[config.mk]
export PLATFORM = sky130hd
export DESIGN_NAME = pulse_train
export DESIGN_NICKNAME = d
export VERILOG_FILES = /design/src/rtl/pulse_pkg.sv /design/src/rtl/pulse_edge.sv /design/src/rtl/pulse_train.sv
export SDC_FILE = /design/constraint.sdc
export NUM_CORES = 1
export LEC_CHECK = 0
export CAP_MARGIN = 20
export CORE_MARGIN = 4
export CORE_UTILIZATION = 30
export CTS_CLUSTER_DIAMETER = 80
export CTS_CLUSTER_SIZE = 12
export DETAILED_ROUTE_END_ITERATION = 16
export PLACE_DENSITY = 0.45
export SLEW_MARGIN = 20
export SYNTH_ARGS = -nofsm -noshare
export SYNTH_HDL_FRONTEND = slang
export SYNTH_HIERARCHICAL = 1
export SYNTH_SLANG_ARGS = --single-unit
[constraint.sdc]
create_clock -name clk -period 2.8 [get_ports clk]
set_input_delay 0.56 -clock clk [delete_from_list [all_inputs] [get_ports clk]]
set_output_delay 0.56 -clock clk [all_outputs]
set_load 0.05 [all_outputs]
[src/rtl/pulse_pkg.sv]
// Shared types and sizing helpers for the pulse-generator family.
package pulse_pkg;

  typedef enum logic [1:0] {
    ST_IDLE = 2'd0,
    ST_HIGH = 2'd1,
    ST_LOW  = 2'd2
  } state_e;

  // Bits needed to hold max_val, i.e. ceil(log2(max_val+1)); never below 1.
  function automatic int unsigned cnt_width(input int unsigned max_val);
    int unsigned w;
    w = 1;
    for (int i = 0; i < 32; i++) begin
      if ((max_val >> i) != 0) w = unsigned'(i) + 1;
    end
    return w;
  endfunction

endpackage

[src/rtl/pulse_edge.sv]
// Rising-edge detector: registers trig and flags trig=1 while last sample was 0.
module pulse_edge (
  input  logic clk,
  input  logic rst,
  input  logic trig,
  output logic rise
);

  logic trig_d;
  logic trig_q;

  always_comb trig_d = trig;

  // NOTE: flops always use non-blocking (<=) so every register samples pre-edge values.
  always_ff @(posedge clk) begin
    if (rst) trig_q <= 1'b0;
    else     trig_q <= trig_d;
  end

  assign rise = trig & ~trig_q;

endmodule

[src/rtl/pulse_train.sv]
// Emits CNT pulses of HI cycles separated by LO cycles on each rising edge of trig.
// Define PULSE_TRAIN_RETRIG_EN to let a rising edge restart a train in progress.
module pulse_train
  import pulse_pkg::*;
#(
  parameter int unsigned CNT = 3,
  parameter int unsigned HI  = 2,
  parameter int unsigned LO  = 2
) (
  input  logic clk,
  input  logic rst,
  input  logic trig,
  output logic pulse,
  output logic busy,
  output logic done
);

  localparam int unsigned PH_MAX = (HI > LO) ? HI : LO;
  localparam int unsigned PH_W   = cnt_width(PH_MAX);
  localparam int unsigned PC_W   = cnt_width(CNT);

  localparam logic [PH_W-1:0] HI_LD = PH_W'(HI);
  localparam logic [PH_W-1:0] LO_LD = PH_W'(LO);

  state_e          state_q, state_d;
  logic [PH_W-1:0] phase_q, phase_d;
  logic [PC_W-1:0] pcnt_q,  pcnt_d;
  logic            pulse_q, pulse_d;
  logic            busy_q,  busy_d;
  logic            done_q,  done_d;
  logic            rise;
  logic            last_phase;
  logic            last_pulse;

  pulse_edge u_edge (
    .clk  (clk),
    .rst  (rst),
    .trig (trig),
    .rise (rise)
  );

  // phase counts down the cycles left in HIGH/LOW; pcnt counts completed pulses.
  assign last_phase = (phase_q == PH_W'(1));
  assign last_pulse = ((32'(pcnt_q) + 32'd1) >= CNT);

  always_comb begin
    // NOTE: every output of this block gets a default first, so no path infers a latch.
    state_d = state_q;
    phase_d = phase_q;
    pcnt_d  = pcnt_q;
    pulse_d = pulse_q;
    busy_d  = busy_q;
    done_d  = 1'b0;

    case (state_q)
      ST_IDLE: begin
        if (rise) begin
          state_d = ST_HIGH;
          phase_d = HI_LD;
          pcnt_d  = '0;
          pulse_d = 1'b1;
          busy_d  = 1'b1;
        end
      end
      ST_HIGH: begin
        if (!last_phase) begin
          phase_d = phase_q - PH_W'(1);
        end else if (!last_pulse) begin
          state_d = ST_LOW;
          phase_d = LO_LD;
          pcnt_d  = pcnt_q + PC_W'(1);
          pulse_d = 1'b0;
        end else begin
          state_d = ST_IDLE;
          phase_d = '0;
          pcnt_d  = '0;
          pulse_d = 1'b0;
          busy_d  = 1'b0;
          done_d  = 1'b1;
        end
      end
      ST_LOW: begin
        if (!last_phase) begin
          phase_d = phase_q - PH_W'(1);
        end else begin
          state_d = ST_HIGH;
          phase_d = HI_LD;
          pulse_d = 1'b1;
        end
      end
      default: begin
        state_d = ST_IDLE;
        phase_d = '0;
        pcnt_d  = '0;
        pulse_d = 1'b0;
        busy_d  = 1'b0;
      end
    endcase

`ifdef PULSE_TRAIN_RETRIG_EN
    // A restart overrides whatever the running train would have done, including its done strobe.
    if (rise && (state_q != ST_IDLE)) begin
      state_d = ST_HIGH;
      phase_d = HI_LD;
      pcnt_d  = '0;
      pulse_d = 1'b1;
      busy_d  = 1'b1;
      done_d  = 1'b0;
    end
`endif
  end

  always_ff @(posedge clk) begin
    if (rst) begin
      state_q <= ST_IDLE;
      phase_q <= '0;
      pcnt_q  <= '0;
      pulse_q <= 1'b0;
      busy_q  <= 1'b0;
      done_q  <= 1'b0;
    end else begin
      state_q <= state_d;
      phase_q <= phase_d;
      pcnt_q  <= pcnt_d;
      pulse_q <= pulse_d;
      busy_q  <= busy_d;
      done_q  <= done_d;
    end
  end

  assign pulse = pulse_q;
  assign busy  = busy_q;
  assign done  = done_q;

endmodule
# [Word level (Yosys, flattened, before mapping)]
# Cells that the tools add are included.
[totals] input_bits=3 output_inout_bits=3 reg_bits=10 word_cells=49
[op_classes] n_bitwise=5 reduce_logical=5 order_cmp=1 n_addsub=3 eq_ne=7 muxes=21
[op_table] cell="2-bit two-way mux" count=10
[op_table] cell="2-bit one-hot mux with 3 select lines" count=3
[op_table] cell="2-bit != test (second input constant)" count=4
[op_table] cell="1-bit two-way mux" count=6
[op_table] cell="1-bit one-hot mux with 3 select lines" count=2
[op_table] cell="3-bit AND reduction" count=2
[op_table] cell="2-bit by 1-bit equality test with 1-bit output (second input constant)" count=2
[op_table] cell="1-bit NOT" count=4
[op_table] cell="4-bit AND reduction" count=1
[op_table] cell="2-bit by 1-bit adder with 3-bit output (second input constant)" count=1
[op_table] cell="3-bit by 2-bit greater-or-equal comparator with 1-bit output (second input constant)" count=1
[op_table] cell="3-bit OR reduction" count=1
[op_table] cell="2-bit by 1-bit adder with 2-bit output (second input constant)" count=1
[op_table] cell="2-bit equality test (second input constant)" count=1
[op_table] cell="2-bit logical NOT" count=1
[op_table] cell="2-bit by 1-bit subtractor with 2-bit output (second input constant)" count=1
[op_table] cell="1-bit AND" count=1

# [Logic depth before layout (Yosys ltp)]
[depth] word_depth=5 depth_mapped=6 depth_no_buf=5

# [Hierarchy]
# The synthesis kept the hierarchy.
[by_module_without_submodules] mod="pulse_train" area_per_inst_um2=491.7 seq_area_each_um2=180.2 instances=1 cells_each=53
[by_module_without_submodules] mod="pulse_edge" area_per_inst_um2=47.5 seq_area_each_um2=20.0 instances=1 cells_each=3

# [Worst setup path after synthesis]
# No wires, ideal clock.
[synth_timing] path_type="input to register" from="input port trig" to="register pcnt_q[1]" setup_time_ns=0.117 t_required_ns=2.683 path_slack_ns=1.511 path_stages=4 n_path_buf=0 t_arrival_ns=1.171 cell_sequence="nor2b_4 > and2b_1 > o22ai_1 > a32o_1"
[synth_via] elab_chain_cells=3
[synth_lines] item="start, declared" line_no="pulse_train.sv:12" rtl="input logic trig,"
[synth_lines] item="1-bit AND" line_no="pulse_edge.sv:20" rtl="assign rise = trig & ~trig_q;"
[synth_lines] item="2-bit != test (no source line)"
[synth_lines] item="3-bit AND reduction (no source line)"
[synth_lines] item="end signal, assigned" line_no="pulse_train.sv:124" rtl="pcnt_q <= pcnt_d;"
[synth_lines] item="end, declared" line_no="pulse_train.sv:27" rtl="logic [PC_W-1:0] pcnt_q, pcnt_d;"
# Every way passes these cells.
# A chain may end at the register's enable or synchronous reset.

# [Final worst setup path]
[layout_timing] from="register busy_q (netlist: busy)" to="output port busy"
[layout_rtl] item="start, declared" line_no="pulse_train.sv:29" rtl="logic busy_q, busy_d;"
[layout_rtl] item="start signal, assigned" line_no="pulse_train.sv:126" rtl="busy_q <= busy_d;"
[layout_rtl] item="end, declared" line_no="pulse_train.sv:14" rtl="output logic busy,"
# No word-level cell between the ends.

==> run_results.csv <==
group,metric,value,unit
detailed_routing,totalWireLength,949,µm
synth,synth_cell_types,28,
clock_tree,clock_path_buffers,2,
power,peakVddDrop,0.235,mV
worst_setup_path,cp_cell_sequence,"clkdlybuf4s50_1",
worst_setup_path,rrSetupSlack,1300,ps
finish,final_nets,67,
finish,layout_common_cells,"dfxtp_1, nand2b_1, a21oi_1, clkdlybuf4s50_1",
floorplanning,core-area,1710,µm²
floorplanning,initial_core_util,31.6,%
floorplanning,rows,15,
detailed_routing,viasPerCell,4.67,
synth,synth_area,539,µm²
floorplanning,die_x,50.4,µm
finish,drive_gt1_share,10.0,%
synth,synth-seq-area-share,37.1,%
clock_tree,cts_buffers,3,
timing,hold_viol,0,
clock_tree,cts_resized,0,
synth,synthCells,56,
power,internal-power,0.237,mW
finish,area.growth.synth_to_final,13.7,%
detailed_routing,wl_per_cell,11.2,µm
clock_tree,clock-root-buffer,"clkbuf_4",
finish,final_common_cell,"dfxtp_1",
timing,fmax,505,MHz
clock_tree,clkSlewWorstSetupHoldPaths,60,ps
synth,syn_nets,61,
power,leakage,0.226,nW
finish,fillers,185,
timing,finalCriticalPeriod,1980,ps
synth,avgSynthCellArea,9.63,µm²
synth,async_reset_ff_share,0,%
detailed_routing,remaining_drc_errors,0,
place,place_congestion,0.664,
global_routing,grt_pass1_wl,1.76,mm
power,pwr-share-clk,29.1,%
clock_tree,worstSkewPairLatency,260,ps
worst_setup_path,slowest_stage,"clkdlybuf4s50_1",
power,p_comb_share,21.3,%
worst_setup_path,crit_family,"buffers and inverters",
synth,synth_flop_cell,"dfxtp_1",
worst_setup_path,end_kind,"primary output",
detailed_routing,num_vias,397,
job,cap_violations,0,
worst_setup_path,critical_path_buf_inv_count,1,
floorplanning,die_h,50.4,µm
worst_setup_path,cp_max_fo,3,
clock_tree,cts_htree_levels,1,
timing,tightest_slew,491,ps
power,switchingPower,0.0950,mW
timing,maxSlewHeadroom,67.1,%
timing,fin_skew,1.03,ps
global_routing,antenna_found_initial,0,
detailed_routing,ant_nets,0,
synth,ys.warnings.count,6,
worst_setup_path,critical_path_arrival,1420,ps
finish,stdcell_count,85,
worst_setup_path,required,2240,ps
finish,antenna_cells,0,
timing,slew_violations,0,
place,dp_cells,82,
worst_hold_path,min_path_type,"reg -> reg",
timing,fin_crit_sh,70.8,%
clock_tree,cts_sinks,10,
clock_tree,hold_buffers,0,
global_routing,first_global_vias,410,
detailed_routing,firstDrtPassIters,4,
timing,tns,0,ps
power,p_seq_share,49.6,%
place,hpwl,655,µm
global_routing,grt_overflow,0,
status,status,"complete, no violations",
place,port_buffers,5,
worst_setup_path,critical_path.startpoint_type,"register",
timing,rsz0062_at_grt,"false",
floorplanning,io_pins,6,
detailed_routing,drt_iter0_markers,4,
floorplanning,dieArea,2540,µm²
global_routing,grt_max_degree,15,
power,power,0.332,mW
power,p_per_area,541,nW/µm²
worst_setup_path,path_class,"reg -> out",
synth,synth_edf_count,0,
worst_setup_path,worst_path_largest_cell_delay,810,ps
synth,ys_ff_latch,10,
clock_tree,tritoncts,"yes",
timing,setup-violations-final,0,
power,switching_share,28.6,%
global_routing,grt_util_all_layers,9.02,%
clock_tree,post_cts_buffers,0,
## stage by stage
stage	setup slack, ps	hold slack (ps)	utilization, %	instance area [µm²]
floorplan	1510	491	-	539
global placement	945	476	34.6	591
detailed placement	902	476	34.6	591
CTS	803	492	35.9	613
global route	766	539	35.9	613
finish	818	485	35.9	613
## cell families (layout without fill, tap and decap cells)
logic type,after synthesis,in the layout,share of synthesized area [%]
buf+inv,8,12,8.35
simple gates,19,19,26.2
fa+ha+maj,2,2,4.64
compound gates,15,15,20.0
flops,10,10,37.1
mux,2,2,3.71
## final timing paths
check	startpoint	endpoint	cells after the start
max	busy	busy	1
min reg2reg	pulse	pulse	2
min	pulse	pulse	2
max reg2reg	phase_q[0]	pcnt_q[0]	4
## cell usage after synthesis, drive strengths merged, types with 2 or more instances
library cell	n	area share (%)
a21oi	5	4.6
buf	3	4.9
dfxtp	10	37
ha	2	4.6
inv	4	2.8
mux2i	2	3.7
nand2	2	1.4
nand2b	5	5.8
nor2	4	2.8
nor2b	2	5.1
## layout make-up
type / instances / area (µm²) / share of cell area [%]
multi-input combinational: 38 / 294 / 48.0
sequential: 10 / 200 / 32.7
timing repair buffer: 5 / 50.0 / 8.16
tap: 25 / 31.3 / 5.10
clock buffer: 3 / 22.5 / 3.67
inverter: 4 / 15.0 / 2.45
## flip-flops by register name (all words and copies together) (netlist names)
signal         cells
phase_q            2
busy               1
state_q            2
pulse              1
pcnt_q             2
done               1
u_edge/trig_q      1
## per-layer routing
metal | routed length (µm) | global-route usage, % | part of all wire, %
met5 | 0 | 0 | 0
met4 | 14 | 6.73 | 1.5
met3 | 21 | 1.78 | 2.2
met2 | 430 | 13.7 | 45
met1 | 483 | 11.2 | 51
## power groups by stage
stage	clock, mW	sequential [mW]	combinational [mW]
3_5_place_dp	0	0.168	0.0711
2_1_floorplan	0	0.173	0.0521
6_report	0.0965	0.165	0.0707
3_3_place_gp	0	0.168	0.0721
5_1_grt	0.109	0.167	0.0792
4_1_cts	0.100	0.165	0.0712
Power figures use the tool's default switching activity.
